`src/rtl/sap_control_sequencer_if.sv`:
```
// Datapath-side signal bundle for the SAP-U control sequencer: step enable,
// instruction bus, ALU status inputs, decoded state and all control strobes.
interface sap_control_sequencer_if;
    // Inputs to the sequencer
    logic       run;
    logic [7:0] bus_in;
    logic       alu_carry;
    logic       alu_zero;

    // Instruction register / state visibility
    logic [7:0] ir_bus_out;
    logic       ir_bus_enable_n;
    logic [3:0] opcode;
    logic [2:0] step;
    logic       halted;
    logic       flag_carry;
    logic       flag_zero;

    // RAM / MAR strobes
    logic       ram_load_mar_reg_n;
    logic       ram_bus_enable_n;
    logic       ram_write_enable_n;

    // Register A / B strobes
    logic       reg_a_load_n;
    logic       reg_a_bus_enable_n;
    logic       reg_b_load_n;

    // ALU strobes
    logic       alu_enable_n;
    logic       alu_subtract;

    // Program counter strobes
    logic       program_counter_enable;
    logic       program_counter_bus_enable_n;
    logic       jump_n;

    // Output display
    logic       out_load_n;

    // Sequencer side
    modport master (
        input  run, bus_in, alu_carry, alu_zero,
        output ir_bus_out, ir_bus_enable_n, opcode, step, halted,
        output flag_carry, flag_zero,
        output ram_load_mar_reg_n, ram_bus_enable_n, ram_write_enable_n,
        output reg_a_load_n, reg_a_bus_enable_n, reg_b_load_n,
        output alu_enable_n, alu_subtract,
        output program_counter_enable, program_counter_bus_enable_n, jump_n,
        output out_load_n
    );

    // Datapath side
    modport slave (
        output run, bus_in, alu_carry, alu_zero,
        input  ir_bus_out, ir_bus_enable_n, opcode, step, halted,
        input  flag_carry, flag_zero,
        input  ram_load_mar_reg_n, ram_bus_enable_n, ram_write_enable_n,
        input  reg_a_load_n, reg_a_bus_enable_n, reg_b_load_n,
        input  alu_enable_n, alu_subtract,
        input  program_counter_enable, program_counter_bus_enable_n, jump_n,
        input  out_load_n
    );
endinterface

```
`src/rtl/sap_control_sequencer.sv`:
```
// SAP-U control sequencer: instruction register, carry/zero flags and the
// T-state microcode that drives every datapath strobe. Strobes are decoded
// combinationally from the current step/opcode; the datapath acts on them at
// the following rising edge.
module sap_control_sequencer #(
    parameter int unsigned SHORT_CYCLE   = 1,
    parameter int unsigned HALT_ON_UNDEF = 0
) (
    input  logic                          clk,
    input  logic                          reset,
    sap_control_sequencer_if.master       bus
);

    typedef enum logic [2:0] {
        T0 = 3'd0,
        T1 = 3'd1,
        T2 = 3'd2,
        T3 = 3'd3,
        T4 = 3'd4
    } step_e;

    typedef enum logic [3:0] {
        OP_NOP = 4'h0,
        OP_LDA = 4'h1,
        OP_ADD = 4'h2,
        OP_SUB = 4'h3,
        OP_STA = 4'h4,
        OP_LDI = 4'h5,
        OP_JMP = 4'h6,
        OP_JC  = 4'h7,
        OP_JZ  = 4'h8,
        OP_OUT = 4'hE,
        OP_HLT = 4'hF
    } opcode_e;

    // State registers
    step_e      step_q, step_d;
    logic [7:0] ir_q, ir_d;
    logic       flag_carry_q, flag_carry_d;
    logic       flag_zero_q, flag_zero_d;
    logic       halted_q, halted_d;

    // Decoded strobes (internal, before driving the interface)
    logic       ir_bus_enable_n;
    logic       ram_load_mar_reg_n;
    logic       ram_bus_enable_n;
    logic       ram_write_enable_n;
    logic       reg_a_load_n;
    logic       reg_a_bus_enable_n;
    logic       reg_b_load_n;
    logic       alu_enable_n;
    logic       alu_subtract;
    logic       program_counter_enable;
    logic       program_counter_bus_enable_n;
    logic       jump_n;
    logic       out_load_n;

    // Decode helpers
    logic [3:0] op;
    logic       active;
    logic       op_undef;
    logic       op_halts;
    step_e      last_step;

    assign op       = ir_q[7:4];
    assign active   = bus.run && !halted_q && reset;
    assign op_undef = (op >= 4'h9) && (op <= 4'hD);
    assign op_halts = (op == OP_HLT) || (op_undef && (HALT_ON_UNDEF != 0));

    // Last active step of the current instruction when SHORT_CYCLE is set
    always_comb begin
        last_step = T2;
        case (op)
            OP_LDA, OP_STA: last_step = T3;
            OP_ADD, OP_SUB: last_step = T4;
            default:        last_step = T2;
        endcase
    end

    // Next-state and strobe decode
    always_comb begin
        step_d       = step_q;
        ir_d         = ir_q;
        flag_carry_d = flag_carry_q;
        flag_zero_d  = flag_zero_q;
        halted_d     = halted_q;

        ir_bus_enable_n              = 1'b1;
        ram_load_mar_reg_n           = 1'b1;
        ram_bus_enable_n             = 1'b1;
        ram_write_enable_n           = 1'b1;
        reg_a_load_n                 = 1'b1;
        reg_a_bus_enable_n           = 1'b1;
        reg_b_load_n                 = 1'b1;
        alu_enable_n                 = 1'b1;
        alu_subtract                 = 1'b0;
        program_counter_enable       = 1'b0;
        program_counter_bus_enable_n = 1'b1;
        jump_n                       = 1'b1;
        out_load_n                   = 1'b1;

        if (active) begin
            case (step_q)
                T0: begin
                    program_counter_bus_enable_n = 1'b0;
                    ram_load_mar_reg_n           = 1'b0;
                end
                T1: begin
                    ram_bus_enable_n       = 1'b0;
                    program_counter_enable = 1'b1;
                    ir_d                   = bus.bus_in;
                end
                T2: begin
                    case (op)
                        OP_LDA, OP_ADD, OP_SUB, OP_STA: begin
                            ir_bus_enable_n    = 1'b0;
                            ram_load_mar_reg_n = 1'b0;
                        end
                        OP_LDI: begin
                            ir_bus_enable_n = 1'b0;
                            reg_a_load_n    = 1'b0;
                        end
                        OP_JMP: begin
                            ir_bus_enable_n = 1'b0;
                            jump_n          = 1'b0;
                        end
                        OP_JC: begin
                            ir_bus_enable_n = 1'b0;
                            jump_n          = !flag_carry_q;
                        end
                        OP_JZ: begin
                            ir_bus_enable_n = 1'b0;
                            jump_n          = !flag_zero_q;
                        end
                        OP_OUT: begin
                            reg_a_bus_enable_n = 1'b0;
                            out_load_n         = 1'b0;
                        end
                        default: ;
                    endcase
                end
                T3: begin
                    case (op)
                        OP_LDA: begin
                            ram_bus_enable_n = 1'b0;
                            reg_a_load_n     = 1'b0;
                        end
                        OP_ADD, OP_SUB: begin
                            ram_bus_enable_n = 1'b0;
                            reg_b_load_n     = 1'b0;
                            alu_subtract     = (op == OP_SUB);
                        end
                        OP_STA: begin
                            reg_a_bus_enable_n = 1'b0;
                            ram_write_enable_n = 1'b0;
                        end
                        default: ;
                    endcase
                end
                T4: begin
                    if ((op == OP_ADD) || (op == OP_SUB)) begin
                        alu_enable_n = 1'b0;
                        reg_a_load_n = 1'b0;
                        alu_subtract = (op == OP_SUB);
                        flag_carry_d = bus.alu_carry;
                        flag_zero_d  = bus.alu_zero;
                    end
                end
                default: ;
            endcase

            // Halting freezes the step at T2; otherwise advance or wrap
            if (op_halts && (step_q == T2)) begin
                halted_d = 1'b1;
                step_d   = step_q;
            end else if ((step_q == T4) ||
                         ((SHORT_CYCLE != 0) && (step_q == last_step))) begin
                step_d = T0;
            end else begin
                step_d = step_e'(step_q + 3'd1);
            end
        end
    end

    // State register with asynchronous active-low reset
    always_ff @(posedge clk or negedge reset) begin
        if (!reset) begin
            step_q       <= T0;
            ir_q         <= '0;
            flag_carry_q <= 1'b0;
            flag_zero_q  <= 1'b0;
            halted_q     <= 1'b0;
        end else begin
            step_q       <= step_d;
            ir_q         <= ir_d;
            flag_carry_q <= flag_carry_d;
            flag_zero_q  <= flag_zero_d;
            halted_q     <= halted_d;
        end
    end

    assign bus.ir_bus_out                   = {4'h0, ir_q[3:0]};
    assign bus.ir_bus_enable_n              = ir_bus_enable_n;
    assign bus.opcode                       = op;
    assign bus.step                         = step_q;
    assign bus.halted                       = halted_q;
    assign bus.flag_carry                   = flag_carry_q;
    assign bus.flag_zero                    = flag_zero_q;
    assign bus.ram_load_mar_reg_n           = ram_load_mar_reg_n;
    assign bus.ram_bus_enable_n             = ram_bus_enable_n;
    assign bus.ram_write_enable_n           = ram_write_enable_n;
    assign bus.reg_a_load_n                 = reg_a_load_n;
    assign bus.reg_a_bus_enable_n           = reg_a_bus_enable_n;
    assign bus.reg_b_load_n                 = reg_b_load_n;
    assign bus.alu_enable_n                 = alu_enable_n;
    assign bus.alu_subtract                 = alu_subtract;
    assign bus.program_counter_enable       = program_counter_enable;
    assign bus.program_counter_bus_enable_n = program_counter_bus_enable_n;
    assign bus.jump_n                       = jump_n;
    assign bus.out_load_n                   = out_load_n;

endmodule

```
`src/flat_wrapper.sv`:
```
// flat-port wrapper written by rule: the top's interface ports become plain ports
module sap_control_sequencer_flat 
#(
    parameter int unsigned SHORT_CYCLE   = 1,
    parameter int unsigned HALT_ON_UNDEF = 0
)
  (clk, reset, bus_run, bus_bus_in, bus_alu_carry, bus_alu_zero, bus_ir_bus_out, bus_ir_bus_enable_n, bus_opcode, bus_step, bus_halted, bus_flag_carry, bus_flag_zero, bus_ram_load_mar_reg_n, bus_ram_bus_enable_n, bus_ram_write_enable_n, bus_reg_a_load_n, bus_reg_a_bus_enable_n, bus_reg_b_load_n, bus_alu_enable_n, bus_alu_subtract, bus_program_counter_enable, bus_program_counter_bus_enable_n, bus_jump_n, bus_out_load_n);
  sap_control_sequencer_if bus_i ();
  input  logic clk;
  input  logic reset;
  input wire logic [$bits(bus_i.run)-1:0] bus_run;
  input wire logic [$bits(bus_i.bus_in)-1:0] bus_bus_in;
  input wire logic [$bits(bus_i.alu_carry)-1:0] bus_alu_carry;
  input wire logic [$bits(bus_i.alu_zero)-1:0] bus_alu_zero;
  output wire logic [$bits(bus_i.ir_bus_out)-1:0] bus_ir_bus_out;
  output wire logic [$bits(bus_i.ir_bus_enable_n)-1:0] bus_ir_bus_enable_n;
  output wire logic [$bits(bus_i.opcode)-1:0] bus_opcode;
  output wire logic [$bits(bus_i.step)-1:0] bus_step;
  output wire logic [$bits(bus_i.halted)-1:0] bus_halted;
  output wire logic [$bits(bus_i.flag_carry)-1:0] bus_flag_carry;
  output wire logic [$bits(bus_i.flag_zero)-1:0] bus_flag_zero;
  output wire logic [$bits(bus_i.ram_load_mar_reg_n)-1:0] bus_ram_load_mar_reg_n;
  output wire logic [$bits(bus_i.ram_bus_enable_n)-1:0] bus_ram_bus_enable_n;
  output wire logic [$bits(bus_i.ram_write_enable_n)-1:0] bus_ram_write_enable_n;
  output wire logic [$bits(bus_i.reg_a_load_n)-1:0] bus_reg_a_load_n;
  output wire logic [$bits(bus_i.reg_a_bus_enable_n)-1:0] bus_reg_a_bus_enable_n;
  output wire logic [$bits(bus_i.reg_b_load_n)-1:0] bus_reg_b_load_n;
  output wire logic [$bits(bus_i.alu_enable_n)-1:0] bus_alu_enable_n;
  output wire logic [$bits(bus_i.alu_subtract)-1:0] bus_alu_subtract;
  output wire logic [$bits(bus_i.program_counter_enable)-1:0] bus_program_counter_enable;
  output wire logic [$bits(bus_i.program_counter_bus_enable_n)-1:0] bus_program_counter_bus_enable_n;
  output wire logic [$bits(bus_i.jump_n)-1:0] bus_jump_n;
  output wire logic [$bits(bus_i.out_load_n)-1:0] bus_out_load_n;
  assign bus_i.run = bus_run;
  assign bus_i.bus_in = bus_bus_in;
  assign bus_i.alu_carry = bus_alu_carry;
  assign bus_i.alu_zero = bus_alu_zero;
  assign bus_ir_bus_out = bus_i.ir_bus_out;
  assign bus_ir_bus_enable_n = bus_i.ir_bus_enable_n;
  assign bus_opcode = bus_i.opcode;
  assign bus_step = bus_i.step;
  assign bus_halted = bus_i.halted;
  assign bus_flag_carry = bus_i.flag_carry;
  assign bus_flag_zero = bus_i.flag_zero;
  assign bus_ram_load_mar_reg_n = bus_i.ram_load_mar_reg_n;
  assign bus_ram_bus_enable_n = bus_i.ram_bus_enable_n;
  assign bus_ram_write_enable_n = bus_i.ram_write_enable_n;
  assign bus_reg_a_load_n = bus_i.reg_a_load_n;
  assign bus_reg_a_bus_enable_n = bus_i.reg_a_bus_enable_n;
  assign bus_reg_b_load_n = bus_i.reg_b_load_n;
  assign bus_alu_enable_n = bus_i.alu_enable_n;
  assign bus_alu_subtract = bus_i.alu_subtract;
  assign bus_program_counter_enable = bus_i.program_counter_enable;
  assign bus_program_counter_bus_enable_n = bus_i.program_counter_bus_enable_n;
  assign bus_jump_n = bus_i.jump_n;
  assign bus_out_load_n = bus_i.out_load_n;
  sap_control_sequencer #(.SHORT_CYCLE(SHORT_CYCLE), .HALT_ON_UNDEF(HALT_ON_UNDEF)) u_core (.clk(clk), .reset(reset), .bus(bus_i));
endmodule
```
`config.mk`:
```
export PLATFORM = sky130hd
export DESIGN_NAME = sap_control_sequencer_flat
export DESIGN_NICKNAME = d
export VERILOG_FILES = /design/src/rtl/sap_control_sequencer_if.sv /design/src/rtl/sap_control_sequencer.sv /design/src/flat_wrapper.sv
export SDC_FILE = /design/constraint.sdc
export NUM_CORES = 1
export LEC_CHECK = 0
export ABC_AREA = 1
export BUFFER_PORTS_ARGS = -buffer_cell sky130_fd_sc_hd__buf_2
export CORE_MARGIN = 3
export CORE_UTILIZATION = 47
export CTS_CLUSTER_DIAMETER = 30
export DETAILED_ROUTE_END_ITERATION = 8
export PLACE_DENSITY = 0.79
export SLEW_MARGIN = 20
export SYNTH_ARGS = -nofsm -noshare
export SYNTH_HDL_FRONTEND = slang
export SYNTH_SLANG_ARGS = --single-unit
```
`constraint.sdc`:
```
create_clock -name clk -period 1.9 [get_ports clk]
set_input_delay 0.095 -clock clk [delete_from_list [all_inputs] [get_ports clk]]
set_output_delay 0.095 -clock clk [all_outputs]
set_load 0.02 [all_outputs]
```
==> flow_metrics.py <==
metrics = {
    "die": {
        "io_pins": 44,
        "start_util_pct": 50.88,
        "rows": 16,
        "die_w_um": 52.55,
        "dieArea_um2": 2762,
        "die_y_um": 52.55,
        "coreArea_um2": 2002,
    },
    "logic_synthesis": {
        "syn-cell-area_um2": 1018,
        "synthArstFlopShare_pct": 100.0,
        "yosysMostFrequentCell": "nand2_1",
        "synth_top_area_share_pct": 34.40,
        "yosysUniqueCellTypes": 24,
        "synthTopCellsByArea": "dfrtp_1 (34%), nand2_1 (18%), inv_1 (6.6%)",
        "synth_top_area_cell": "dfrtp_1",
        "synthCells": 140,
        "synth_edf_count": 0,
        "ys_top_cells_by_count": "nand2_1 (48), inv_1 (18), dfrtp_1 (14)",
        "ys.flop_type": "dfrtp_1",
        "ys_seq_area_share_pct": 34.40,
        "yosys_register_bits": 14,
        "syn_area_per_cell_um2": 7.275,
        "ys_warn_count": 0,
    },
    "detailed_routing": {
        "drc": 0,
        "dr.first_iter.drc_count": 23,
        "wire_per_inst_um": 12.77,
        "drt-total-wl_um": 2758,
        "first_pass_iters": 4,
        "ant_nets": 0,
        "vias_per_cell": 5.074,
        "via_count": 1096,
    },
    "global_route": {
        "grtUsageMet3_pct": 3.704,
        "grt.busiest_layer": "met2",
        "grt_util_all_layers_pct": 21.37,
        "grt_util_met1_pct": 24.12,
        "grt_pass1_wl_um": 4347,
        "first_global_vias": 1011,
        "grt_max_degree": 15,
        "grt_overflow": 0,
        "antenna_found_initial": 0,
        "use_met2_pct": 38.02,
    },
    "timing": {
        "finalSetupViolCount": 0,
        "whs_ps": 4.880,
        "layout_min_cycle_time_ps": 1814,
        "hold_viol": 0,
        "drv_slew": 0,
        "fmax_ghz": 0.5513,
        "fin_worst_skew_ps": 5.211,
        "fin_crit_sh_pct": 95.46,
        "postLayoutSetupSlackWorst_ps": 86.18,
        "rsz0062_at_grt": "true",
    },
    "power_and_ir_drop": {
        "p_per_area_nw_per_um2": 404.9,
        "seq_power_share_pct": 53.6,
        "p_int_mw": 0.4299,
        "swShare_pct": 22.56,
        "peakVddDrop_mv": 0.3115,
        "leakagePower_nw": 0.7273,
        "p_total_mw": 0.5552,
        "p_comb_share_pct": 6.2,
        "clkPwrFrac_pct": 40.2,
        "p_switching_mw": 0.1252,
    },
    "flow_run": {
        "drv_cap": 0,
    },
    "finish": {
        "final_nets": 208,
        "fill_cells": 164,
        "area_growth_pct": 34.64,
        "design_area_um2": 1371,
        "antenna_cells": 0,
        "drive_gt1_share_pct": 39.15,
        "stdcell_count": 216,
    },
    "place": {
        "gp_routability_congestion": 0.8735,
        "dp_hpwl_um": 2043,
        "portBuffers": 39,
        "pre_cts_slack_ps": 230.6,
        "placed_cell_area_um2": 1225,
        "placed_cells_incl_taps": 205,
    },
    "clocking": {
        "htree_num_levels": 1,
        "cts.clk_slew.worst_paths_ps": 90,
        "numClockSinks": 14,
        "cts_buffers": 3,
        "cts_buffer_depth": 2,
        "worstSkewPairLatency_ps": 290,
        "cts_tree": "yes",
        "root_buffer": "clkbuf_4",
    },
    "setup_path": {
        "start_kind": "register",
        "r2r_start": "u_core.bus.step[1]",
        "critPathMaxFanout": 7,
        "crit_chain": "inv_2 > ha_1 > inv_1 > nor2_4 > inv_4 > o31ai_1 > buf_2",
        "cp-end-kind": "output pin",
        "critical_path.max_stage_delay_ps": 470,
        "ff2ff_setup_slack_ps": 430,
        "cp.arrival_ps": 1720,
        "critical_path_class": "register to output pin",
        "crit_slowest_cell": "dfrtp_2",
        "rr_worst_depth": 9,
        "required_ps": 1800,
        "r2r_end": "u_core.bus.step[2]",
    },
    "worst_hold_path": {
        "hold_depth": 3,
        "hp-class": "input pin to register",
        "whs_endpoint": "u_core.ir_q[0]",
        "min-delay-start": "bus_bus_in[0]",
    },
    "run_status": {
        "status": "complete, no violations",
    },
}
layout by cell type (no fill, tap or decap), types with 2 or more instances in the layout:
master,count
nand2_1,47
buf_2,38
inv_1,14
dfrtp_1,11
o21ai_0,9
nor2_1,8
nand3_1,7
inv_2,5
nor2_4,5
buf_4,5
conb_1,4
dlygate4sd3_1,4
nand2_2,3
ha_1,3
clkbuf_4,3
dfrtp_2,3
inv_4,2
o2111ai_1,2
nand2_4,2
mux2_4,2
power by group through the flow:
stage / clock network (mW) / registers (mW) / logic [mW]
after floorplan: 0 / 0.304 / 0.0133
after global placement: 0 / 0.304 / 0.0277
after detailed placement: 0 / 0.304 / 0.0283
after CTS: 0.229 / 0.298 / 0.0346
after global routing: 0.251 / 0.298 / 0.0386
final: 0.223 / 0.298 / 0.0346
timing repair:
action | CTS | global route
resized for setup | 6 | 13
endpoints found under the setup margin | 4 | 9
endpoints found under the hold margin | 17 | 0
buffers inserted | 2 | 1
pin swaps | 1 | 1
hold buffers | 4 | 0
logic make-up after synthesis:
family / synth area share, %
adder cells (fa/ha/maj): 6.143
flip-flops: 34.40
AO/OA/AOI/OAI: 8.354
AND/OR/NAND/NOR: 35.99
multiplexers: 2.949
buffers and inverters: 11.79
other: 0.3682
metal layers:
| metal | vias up | share of wire, % | wire length (um) |
|---|---|---|---|
| li1 | 533 | - | - |
| met3 | 8 | 6.5 | 178 |
| met4 | 0 | 3.1 | 85 |
| met1 | 505 | 39 | 1080 |
| met2 | 50 | 51 | 1414 |
| met5 | - | 0 | 0 |
worst max-delay path by stage:
stage / startpoint / slack (ps) / depth (start not counted) / to
5_1_grt: u_core.bus.step[0] / -50 / 10 / bus_reg_a_bus_enable_n
2_1_floorplan: u_core.bus.step[0] / 90 / 6 / bus_alu_subtract
3_3_place_gp: u_core.bus.step[0] / 310 / 8 / bus_reg_a_load_n
3_5_place_dp: u_core.bus.step[0] / 230 / 10 / bus_reg_a_bus_enable_n
6_report: u_core.bus.step[0] / 90 / 7 / bus_ram_load_mar_reg_n
4_1_cts: u_core.bus.step[0] / 20 / 10 / bus_reg_a_bus_enable_n
sequential cells by signal (all words and copies together), names as in the netlist:
register               flops
u_core.bus.step            3
u_core.bus.flag_zero       1
u_core.bus.halted          1
u_core.bus.flag_carry      1
u_core.ir_q                8
cell type report:
cell class | instances | area (um2) | area share [%]
multi-input cells | 103 | 595.6 | 43.43
flip-flops and latches | 14 | 354.1 | 25.82
repair buffers | 47 | 267.8 | 19.53
inverters | 21 | 83.83 | 6.113
clock buffers | 4 | 36.28 | 2.646
well taps | 27 | 33.78 | 2.463
per-stage QoR:
stage | TNS, ps | util [%]
3_3_place_gp | 0 | 61.19
2_1_floorplan | 0 | -
4_1_cts | 0 | 66.31
3_5_place_dp | 0 | 61.19
6_report | 0 | 68.50
5_1_grt | -98.23 | 68.50
worst max-delay path: cells and delay by family, from the launching register on:
kind,cells,cell delay (ps)
AO/OA/AOI/OAI,1,260
flip-flops,1,470
buffers and inverters,4,420
AND/OR/NAND/NOR,1,120
adder cells (fa/ha/maj),1,140
Power figures use the tool's default switching activity.
